File: src/rtl/alu_issue_pkg.sv
// Shared types and constants for the ALU issue stage and its register file.
package alu_pkg;

    typedef enum logic [1:0] {
        ADD  = 2'b00,
        ANDB = 2'b01,
        XOR  = 2'b10,
        SHFT = 2'b11
    } alu_op_e;

    localparam int unsigned DEFAULT_DW = 8;
    localparam int unsigned NUM_REGS   = 8;
    localparam int unsigned REG_AW     = 3;
    localparam int unsigned INSTR_W    = 9;

    localparam int unsigned OP_MSB  = 8;
    localparam int unsigned OP_LSB  = 7;
    localparam int unsigned SUB_BIT = 6;
    localparam int unsigned RD_MSB  = 5;
    localparam int unsigned RD_LSB  = 3;
    localparam int unsigned RS2_MSB = 2;
    localparam int unsigned RS2_LSB = 0;

endpackage

File: src/rtl/alu_issue_if.sv
// Instruction and register-load handshakes feeding the ALU issue stage.
interface alu_issue_if #(
    parameter int DW = 8
) ();
    logic       instr_valid;
    logic [8:0] instr;
    logic       instr_ready;
    logic       ld_valid;
    logic [2:0] ld_addr;
    logic [DW-1:0] ld_data;
    logic       ld_ready;

    modport master (
        output instr_valid, instr, ld_valid, ld_addr, ld_data,
        input  instr_ready, ld_ready
    );

    modport slave (
        input  instr_valid, instr, ld_valid, ld_addr, ld_data,
        output instr_ready, ld_ready
    );
endinterface

File: src/rtl/alu_issue_regfile.sv
// 8 x DW register file: three combinational read ports, one write port, async reset.
module alu_regfile
    import alu_pkg::*;
#(
    parameter int DW = DEFAULT_DW
) (
    input  logic              clk,
    input  logic              reset,
    input  logic [REG_AW-1:0] rd_addr_i,
    input  logic [REG_AW-1:0] rs2_addr_i,
    input  logic [REG_AW-1:0] dbg_addr_i,
    output logic [DW-1:0]     rd_data_o,
    output logic [DW-1:0]     rs2_data_o,
    output logic [DW-1:0]     dbg_data_o,
    input  logic              we_i,
    input  logic [REG_AW-1:0] waddr_i,
    input  logic [DW-1:0]     wdata_i
);

    logic [DW-1:0] regs_q [NUM_REGS];

    always_ff @(posedge clk or posedge reset) begin
        if (reset) begin
            for (int unsigned i = 0; i < NUM_REGS; i++) begin
                regs_q[i] <= '0;
            end
        end else if (we_i) begin
            regs_q[waddr_i] <= wdata_i;
        end
    end

    assign rd_data_o  = regs_q[rd_addr_i];
    assign rs2_data_o = regs_q[rs2_addr_i];
    assign dbg_data_o = regs_q[dbg_addr_i];

endmodule

File: src/rtl/alu_issue.sv
// Issue/operand stage in front of the 8-bit ALU with writeback and retire count.
// ALU_ISSUE_FWD_EN: forward alu_out_val to hazarding operands instead of stalling.
module alu_issue
    import alu_pkg::*;
#(
    parameter int DW    = DEFAULT_DW,
    parameter int CNT_W = 16
) (
    input  logic             clk,
    input  logic             reset,
    alu_issue_if.slave       bus,
    output logic [DW-1:0]    alu_in1,
    output logic [DW-1:0]    alu_in2,
    output logic [1:0]       alu_op,
    output logic             alu_sub,
    input  logic [DW-1:0]    alu_out_val,
    output logic             ex_valid,
    input  logic [2:0]       dbg_addr,
    output logic [DW-1:0]    dbg_data,
    output logic [CNT_W-1:0] retire_cnt
);

    logic [DW-1:0]     alu_in1_q, alu_in1_d;
    logic [DW-1:0]     alu_in2_q, alu_in2_d;
    alu_op_e           alu_op_q, alu_op_d;
    logic              alu_sub_q, alu_sub_d;
    logic              ex_valid_q, ex_valid_d;
    logic [REG_AW-1:0] ex_rd_q, ex_rd_d;
    logic [CNT_W-1:0]  retire_cnt_q, retire_cnt_d;

    logic [REG_AW-1:0] rd_f, rs2_f;
    alu_op_e           op_f;
    logic              sub_f;
    logic [DW-1:0]     rf_rd, rf_rs2, op1, op2;
    logic              haz1, haz2, stall, accept, ld_accept;
    logic              we;
    logic [REG_AW-1:0] waddr;
    logic [DW-1:0]     wdata;

    assign rd_f  = bus.instr[RD_MSB:RD_LSB];
    assign rs2_f = bus.instr[RS2_MSB:RS2_LSB];
    assign op_f  = alu_op_e'(bus.instr[OP_MSB:OP_LSB]);
    assign sub_f = bus.instr[SUB_BIT];

    assign haz1 = ex_valid_q && (rd_f == ex_rd_q);
    assign haz2 = ex_valid_q && (rs2_f == ex_rd_q);

`ifdef ALU_ISSUE_FWD_EN
    assign stall = 1'b0;
    assign op1   = haz1 ? alu_out_val : rf_rd;
    assign op2   = haz2 ? alu_out_val : rf_rs2;
`else
    // Hold the dependent instruction one cycle so it reads the written-back RF.
    assign stall = bus.instr_valid && (haz1 || haz2);
    assign op1   = rf_rd;
    assign op2   = rf_rs2;
`endif

    assign bus.ld_ready    = !reset && !ex_valid_q;
    assign ld_accept       = bus.ld_valid && bus.ld_ready;
    assign bus.instr_ready = !reset && !ld_accept && !stall;
    assign accept          = bus.instr_valid && bus.instr_ready;

    // Writeback and load never coincide: loads are only accepted with EX empty.
    always_comb begin
        we    = 1'b0;
        waddr = '0;
        wdata = '0;
        if (ex_valid_q) begin
            we    = 1'b1;
            waddr = ex_rd_q;
            wdata = alu_out_val;
        end else if (ld_accept) begin
            we    = 1'b1;
            waddr = bus.ld_addr;
            wdata = bus.ld_data;
        end
    end

    always_comb begin
        alu_in1_d    = alu_in1_q;
        alu_in2_d    = alu_in2_q;
        alu_op_d     = alu_op_q;
        alu_sub_d    = alu_sub_q;
        ex_rd_d      = ex_rd_q;
        ex_valid_d   = accept;
        retire_cnt_d = retire_cnt_q + CNT_W'(ex_valid_q);
        if (accept) begin
            alu_in1_d = op1;
            alu_in2_d = op2;
            alu_op_d  = op_f;
            alu_sub_d = sub_f;
            ex_rd_d   = rd_f;
        end
    end

    always_ff @(posedge clk or posedge reset) begin
        if (reset) begin
            alu_in1_q    <= '0;
            alu_in2_q    <= '0;
            alu_op_q     <= ADD;
            alu_sub_q    <= 1'b0;
            ex_valid_q   <= 1'b0;
            ex_rd_q      <= '0;
            retire_cnt_q <= '0;
        end else begin
            alu_in1_q    <= alu_in1_d;
            alu_in2_q    <= alu_in2_d;
            alu_op_q     <= alu_op_d;
            alu_sub_q    <= alu_sub_d;
            ex_valid_q   <= ex_valid_d;
            ex_rd_q      <= ex_rd_d;
            retire_cnt_q <= retire_cnt_d;
        end
    end

    alu_regfile #(.DW(DW)) u_rf (
        .clk        (clk),
        .reset      (reset),
        .rd_addr_i  (rd_f),
        .rs2_addr_i (rs2_f),
        .dbg_addr_i (dbg_addr),
        .rd_data_o  (rf_rd),
        .rs2_data_o (rf_rs2),
        .dbg_data_o (dbg_data),
        .we_i       (we),
        .waddr_i    (waddr),
        .wdata_i    (wdata)
    );

    assign alu_in1    = alu_in1_q;
    assign alu_in2    = alu_in2_q;
    assign alu_op     = alu_op_q;
    assign alu_sub    = alu_sub_q;
    assign ex_valid   = ex_valid_q;
    assign retire_cnt = retire_cnt_q;

endmodule

File: src/flat_wrapper.sv
// flat-port wrapper written by rule: the top's interface ports become plain ports
module alu_issue_flat import alu_pkg::*;
#(
    parameter int DW    = DEFAULT_DW,
    parameter int CNT_W = 16
)
  (clk, reset, alu_in1, alu_in2, alu_op, alu_sub, alu_out_val, ex_valid, dbg_addr, dbg_data, retire_cnt, bus_instr_valid, bus_instr, bus_ld_valid, bus_ld_addr, bus_ld_data, bus_instr_ready, bus_ld_ready);
  alu_issue_if #(.DW(DW)) bus_i ();
  input  logic clk;
  input  logic reset;
  output logic [DW-1:0] alu_in1;
  output logic [DW-1:0] alu_in2;
  output logic [1:0] alu_op;
  output logic alu_sub;
  input  logic [DW-1:0] alu_out_val;
  output logic ex_valid;
  input  logic [2:0] dbg_addr;
  output logic [DW-1:0] dbg_data;
  output logic [CNT_W-1:0] retire_cnt;
  input wire logic [$bits(bus_i.instr_valid)-1:0] bus_instr_valid;
  input wire logic [$bits(bus_i.instr)-1:0] bus_instr;
  input wire logic [$bits(bus_i.ld_valid)-1:0] bus_ld_valid;
  input wire logic [$bits(bus_i.ld_addr)-1:0] bus_ld_addr;
  input wire logic [$bits(bus_i.ld_data)-1:0] bus_ld_data;
  output wire logic [$bits(bus_i.instr_ready)-1:0] bus_instr_ready;
  output wire logic [$bits(bus_i.ld_ready)-1:0] bus_ld_ready;
  assign bus_i.instr_valid = bus_instr_valid;
  assign bus_i.instr = bus_instr;
  assign bus_i.ld_valid = bus_ld_valid;
  assign bus_i.ld_addr = bus_ld_addr;
  assign bus_i.ld_data = bus_ld_data;
  assign bus_instr_ready = bus_i.instr_ready;
  assign bus_ld_ready = bus_i.ld_ready;
  alu_issue #(.DW(DW), .CNT_W(CNT_W)) u_core (.clk(clk), .reset(reset), .bus(bus_i), .alu_in1(alu_in1), .alu_in2(alu_in2), .alu_op(alu_op), .alu_sub(alu_sub), .alu_out_val(alu_out_val), .ex_valid(ex_valid), .dbg_addr(dbg_addr), .dbg_data(dbg_data), .retire_cnt(retire_cnt));
endmodule
File: config.mk
export PLATFORM = sky130hd
export DESIGN_NAME = alu_issue_flat
export DESIGN_NICKNAME = d
export VERILOG_FILES = /design/src/rtl/alu_issue_pkg.sv /design/src/rtl/alu_issue_if.sv /design/src/rtl/alu_issue_regfile.sv /design/src/rtl/alu_issue.sv /design/src/flat_wrapper.sv
export SDC_FILE = /design/constraint.sdc
export NUM_CORES = 1
export LEC_CHECK = 0
export BUFFER_PORTS_ARGS = -buffer_cell sky130_fd_sc_hd__buf_4
export CORE_MARGIN = 4
export CORE_UTILIZATION = 45
export DETAILED_ROUTE_END_ITERATION = 10
export PLACE_DENSITY = 0.68
export SYNTH_ARGS = -nofsm -noshare
export SYNTH_HDL_FRONTEND = slang
export SYNTH_SLANG_ARGS = --single-unit
File: constraint.sdc
create_clock -name clk -period 3.2 [get_ports clk]
set_input_delay 0.64 -clock clk [delete_from_list [all_inputs] [get_ports clk]]
set_output_delay 0.64 -clock clk [all_outputs]
set_load 0.02 [all_outputs]
==> metrics.csv <==
stage;metric;value;unit
status;outcome;completed;
sta;holdWs;0.470;ns
cts;tritoncts;done;
cells_and_area;final_net_count;499;
sta;final_setup_fails;0;
cts;post_cts_buffers;0;
global_route;grt_use_total;0.200;
cts;cts_htree_levels;3;
synthesis;ys_seq_area_frac;0.449;
cts;clk_tree_root_cell;sky130_fd_sc_hd__clkbuf_16;
setup_path;timing.critical_path.cells;buf_4 > mux4_2 > mux2_2 > buf_4;
detailed_routing;drtAntennaViolNets;0;
placed_design;finalWeightedCongestion;0.819;
synthesis;mappedNetlistArea;5740;sq um
cells_and_area;layout-drive-gt1-share;0.548;
sta;hold_violations;0;
synthesis;dominantRegCellSynth;sky130_fd_sc_hd__dfrtp_1;
sta;worst-slew-pin-transition;0.765;ns
setup_path;cp_data_required_time;2.56;ns
cts;cts.clk_slew.worst_paths;0.07;ns
setup_path;timing.setup.critical_path_class;primary input to primary output;
synthesis;post_synth_most_frequent_cells;sky130_fd_sc_hd__dfrtp_1, sky130_fd_sc_hd__mux2_2, sky130_fd_sc_hd__mux4_2;
synthesis;postSynthAreaPerCell;15.0;sq um
die;die_h;121;um
cts;cts_buffers;9;
sta;clock_skew;0.00703;ns
cells_and_area;fin_area;6800;sq um
power_and_ir_drop;power.ir.vdd_worst;0.000272;V
cts;maximum_count_of_clock_buffers_along_a_single_path;2;
sta;grt_setup_unrepaired;no;
synthesis;synthesis.instances;383;
placed_design;place.port_buffers;80;
sta;final_max_slew_viol_count;0;
run;cap_violations;0;
cts;cts_hold_buffers;0;
detailed_routing;drt_first_iter_violations;202;
detailed_routing;drt_pass1_iterations;5;
detailed_routing;num_vias;3646;
cts;clock_latency_of_the_later_clocked_register_in_the_worst_skew_pair;0.35;ns
synthesis;synth_async_sr_flop_share;1.00;
cells_and_area;syn2layout_area_growth;18.4;%
placed_design;dp_worst_setup_slack;0.571;ns
global_route;grt_first_pass_wirelength;22000;um
detailed_routing;drc_errors;0;
die;die_outline_width;121;um
sta;final.setup.tns;0;ns
detailed_routing;via_per_inst;5.74;
min_path;hold_path_class;flip-flop to flip-flop;
synthesis;number_of_register_bits_inferred_by_synthesis;103;
setup_path;worst_path_max_delay_cell;sky130_fd_sc_hd__mux4_2;
synthesis;yosysTopAreaCell;sky130_fd_sc_hd__dfrtp_1;
sta;final_min_period_over_clock_period;0.814;
synthesis;yosysWarningCount;0;
die;effective_utilization_at_floorplan;0.468;
synthesis;synth-edff-count;0;
die;design.portCount;81;
global_route;antenna_found_initial;0;
setup_path;crit_path_end_kind;primary output;
setup_path;critPathMostFrequentCell;sky130_fd_sc_hd__buf_4;
synthesis;synth.net_count;420;
sta;finalCriticalPeriod;2.61;ns
synthesis;yosysTopAreaCellShare;0.449;
cells_and_area;antennaDiodeCount;0;
detailed_routing;detail_route.wl_per_cell;21.9;um
die;design.die.area;14600;sq um
cts;post_cts.resized_instances;0;
power_and_ir_drop;leakage;0.00313;uW
setup_path;critical_path_peak_fanout;16;
setup_path;max_stage_delay;0.56;ns
synthesis;ys_top_cells_by_area;sky130_fd_sc_hd__dfrtp_1, sky130_fd_sc_hd__mux4_2, sky130_fd_sc_hd__mux2_2;
placed_design;dp_hpwl;9240;um
power_and_ir_drop;power.density;582;nW/um^2
die;core_area;12300;sq um
global_route;grt_pass1_vias;3775;
detailed_routing;drt-total-wl;13900;um
synthesis;synth.distinct_cells;35;
setup_path;cp.arrival;1.97;ns
placed_design;detailed_place.area;6500;sq um
global_route;globalRoute.totalOverflow;0;
sta;max_clock_freq;0.384;GHz
setup_path;setup.worst_path.start_class;primary input;
sta;layout_setup_ws;0.595;ns
cts;cts.sinks;103;
cells_and_area;finalCoreUtilization;0.554;
sta;max_slew_margin;0.490;
global_route;grt_start_max_net_pins;60;
synthesis;synth_most_common_cell;sky130_fd_sc_hd__dfrtp_1;
die;floorplan.rows;40;
flip-flops by register name, indices dropped and copies added (netlist names):
name                flops
u_core.u_rf.regs_q     64
u_core.alu_in2          8
u_core.ex_valid         1
u_core.alu_op           2
u_core.alu_in1          8
u_core.retire_cnt      16
u_core.alu_sub          1
u_core.ex_rd_q          3
where the power goes:
group / total [uW] / internal, uW / switching (uW)
clock network: 1100 / 628 / 468
registers: 1780 / 1540 / 234
logic: 1080 / 621 / 459
per-layer routing:
layer / vias up / share of wire / global-route usage
met5: - / 0 / 0
met1: 1883 / 0.42 / 0.274
met4: 0 / 0.020 / 0.0751
met2: 129 / 0.49 / 0.318
met3: 20 / 0.067 / 0.0373
li1: 1614 / - / -
cell type report:
type	instances	area, sq um
flip-flops and latches	103	2580
fillers	1022	5470
clock buffers	13	250
clock inverters	3	42.5
repair buffers	92	703
well taps	168	210
inverters	5	22.5
multi-input cells	251	2990
logic make-up after synthesis:
group | after synthesis | share of synthesized area
simple gates | 54 | 0.0530
fa+ha+maj | 2 | 0.00436
xor+xnor | 20 | 0.0305
buf+inv | 29 | 0.0303
flops | 103 | 0.449
mux | 158 | 0.409
compound gates | 17 | 0.0238
layout by cell type, fill, tap and decap left out, drive strengths merged, types with 3 or more instances in the layout:
cell type	synthesis	layout
buf	21	92
clkbuf	3	13
dfrtp	103	103
inv	5	4
mux2	110	110
mux4	48	48
nand2	20	20
nand3	8	8
nand4	4	4
nor2	7	7
nor2b	4	4
nor3	6	6
o21ai	8	8
or3	3	3
xnor2	16	16
xor2	4	4
path summary, 6_finish.rpt:
check,startpoint,to,slack [ns],depth (start not counted)
worst min-delay path,u_core.retire_cnt[15],u_core.retire_cnt[15],0.47,1
min in group asynchronous,reset,u_core.retire_cnt[7],0.53,3
worst max-delay path,dbg_addr[0],dbg_data[3],0.59,4
worst min register to register,u_core.retire_cnt[15],u_core.retire_cnt[15],0.47,1
max in group asynchronous,reset,u_core.u_rf.regs_q[43],1.49,4
worst max register to register,u_core.ex_valid,u_core.u_rf.regs_q[53],0.79,5
worst max-delay path, delay by kind of cell:
kind,cells,cell delay (ns)
buffers and inverters,2,0.48
multiplexers,2,0.84
per-stage QoR:
stage               instances  total power [uW]
global placement          619              2850
finish                    635              3950
detailed placement        619              2880
CTS                       635              3990
floorplan                 383              2500
global route              635              4150
Note: power is estimated with default switching activity, not from simulation.
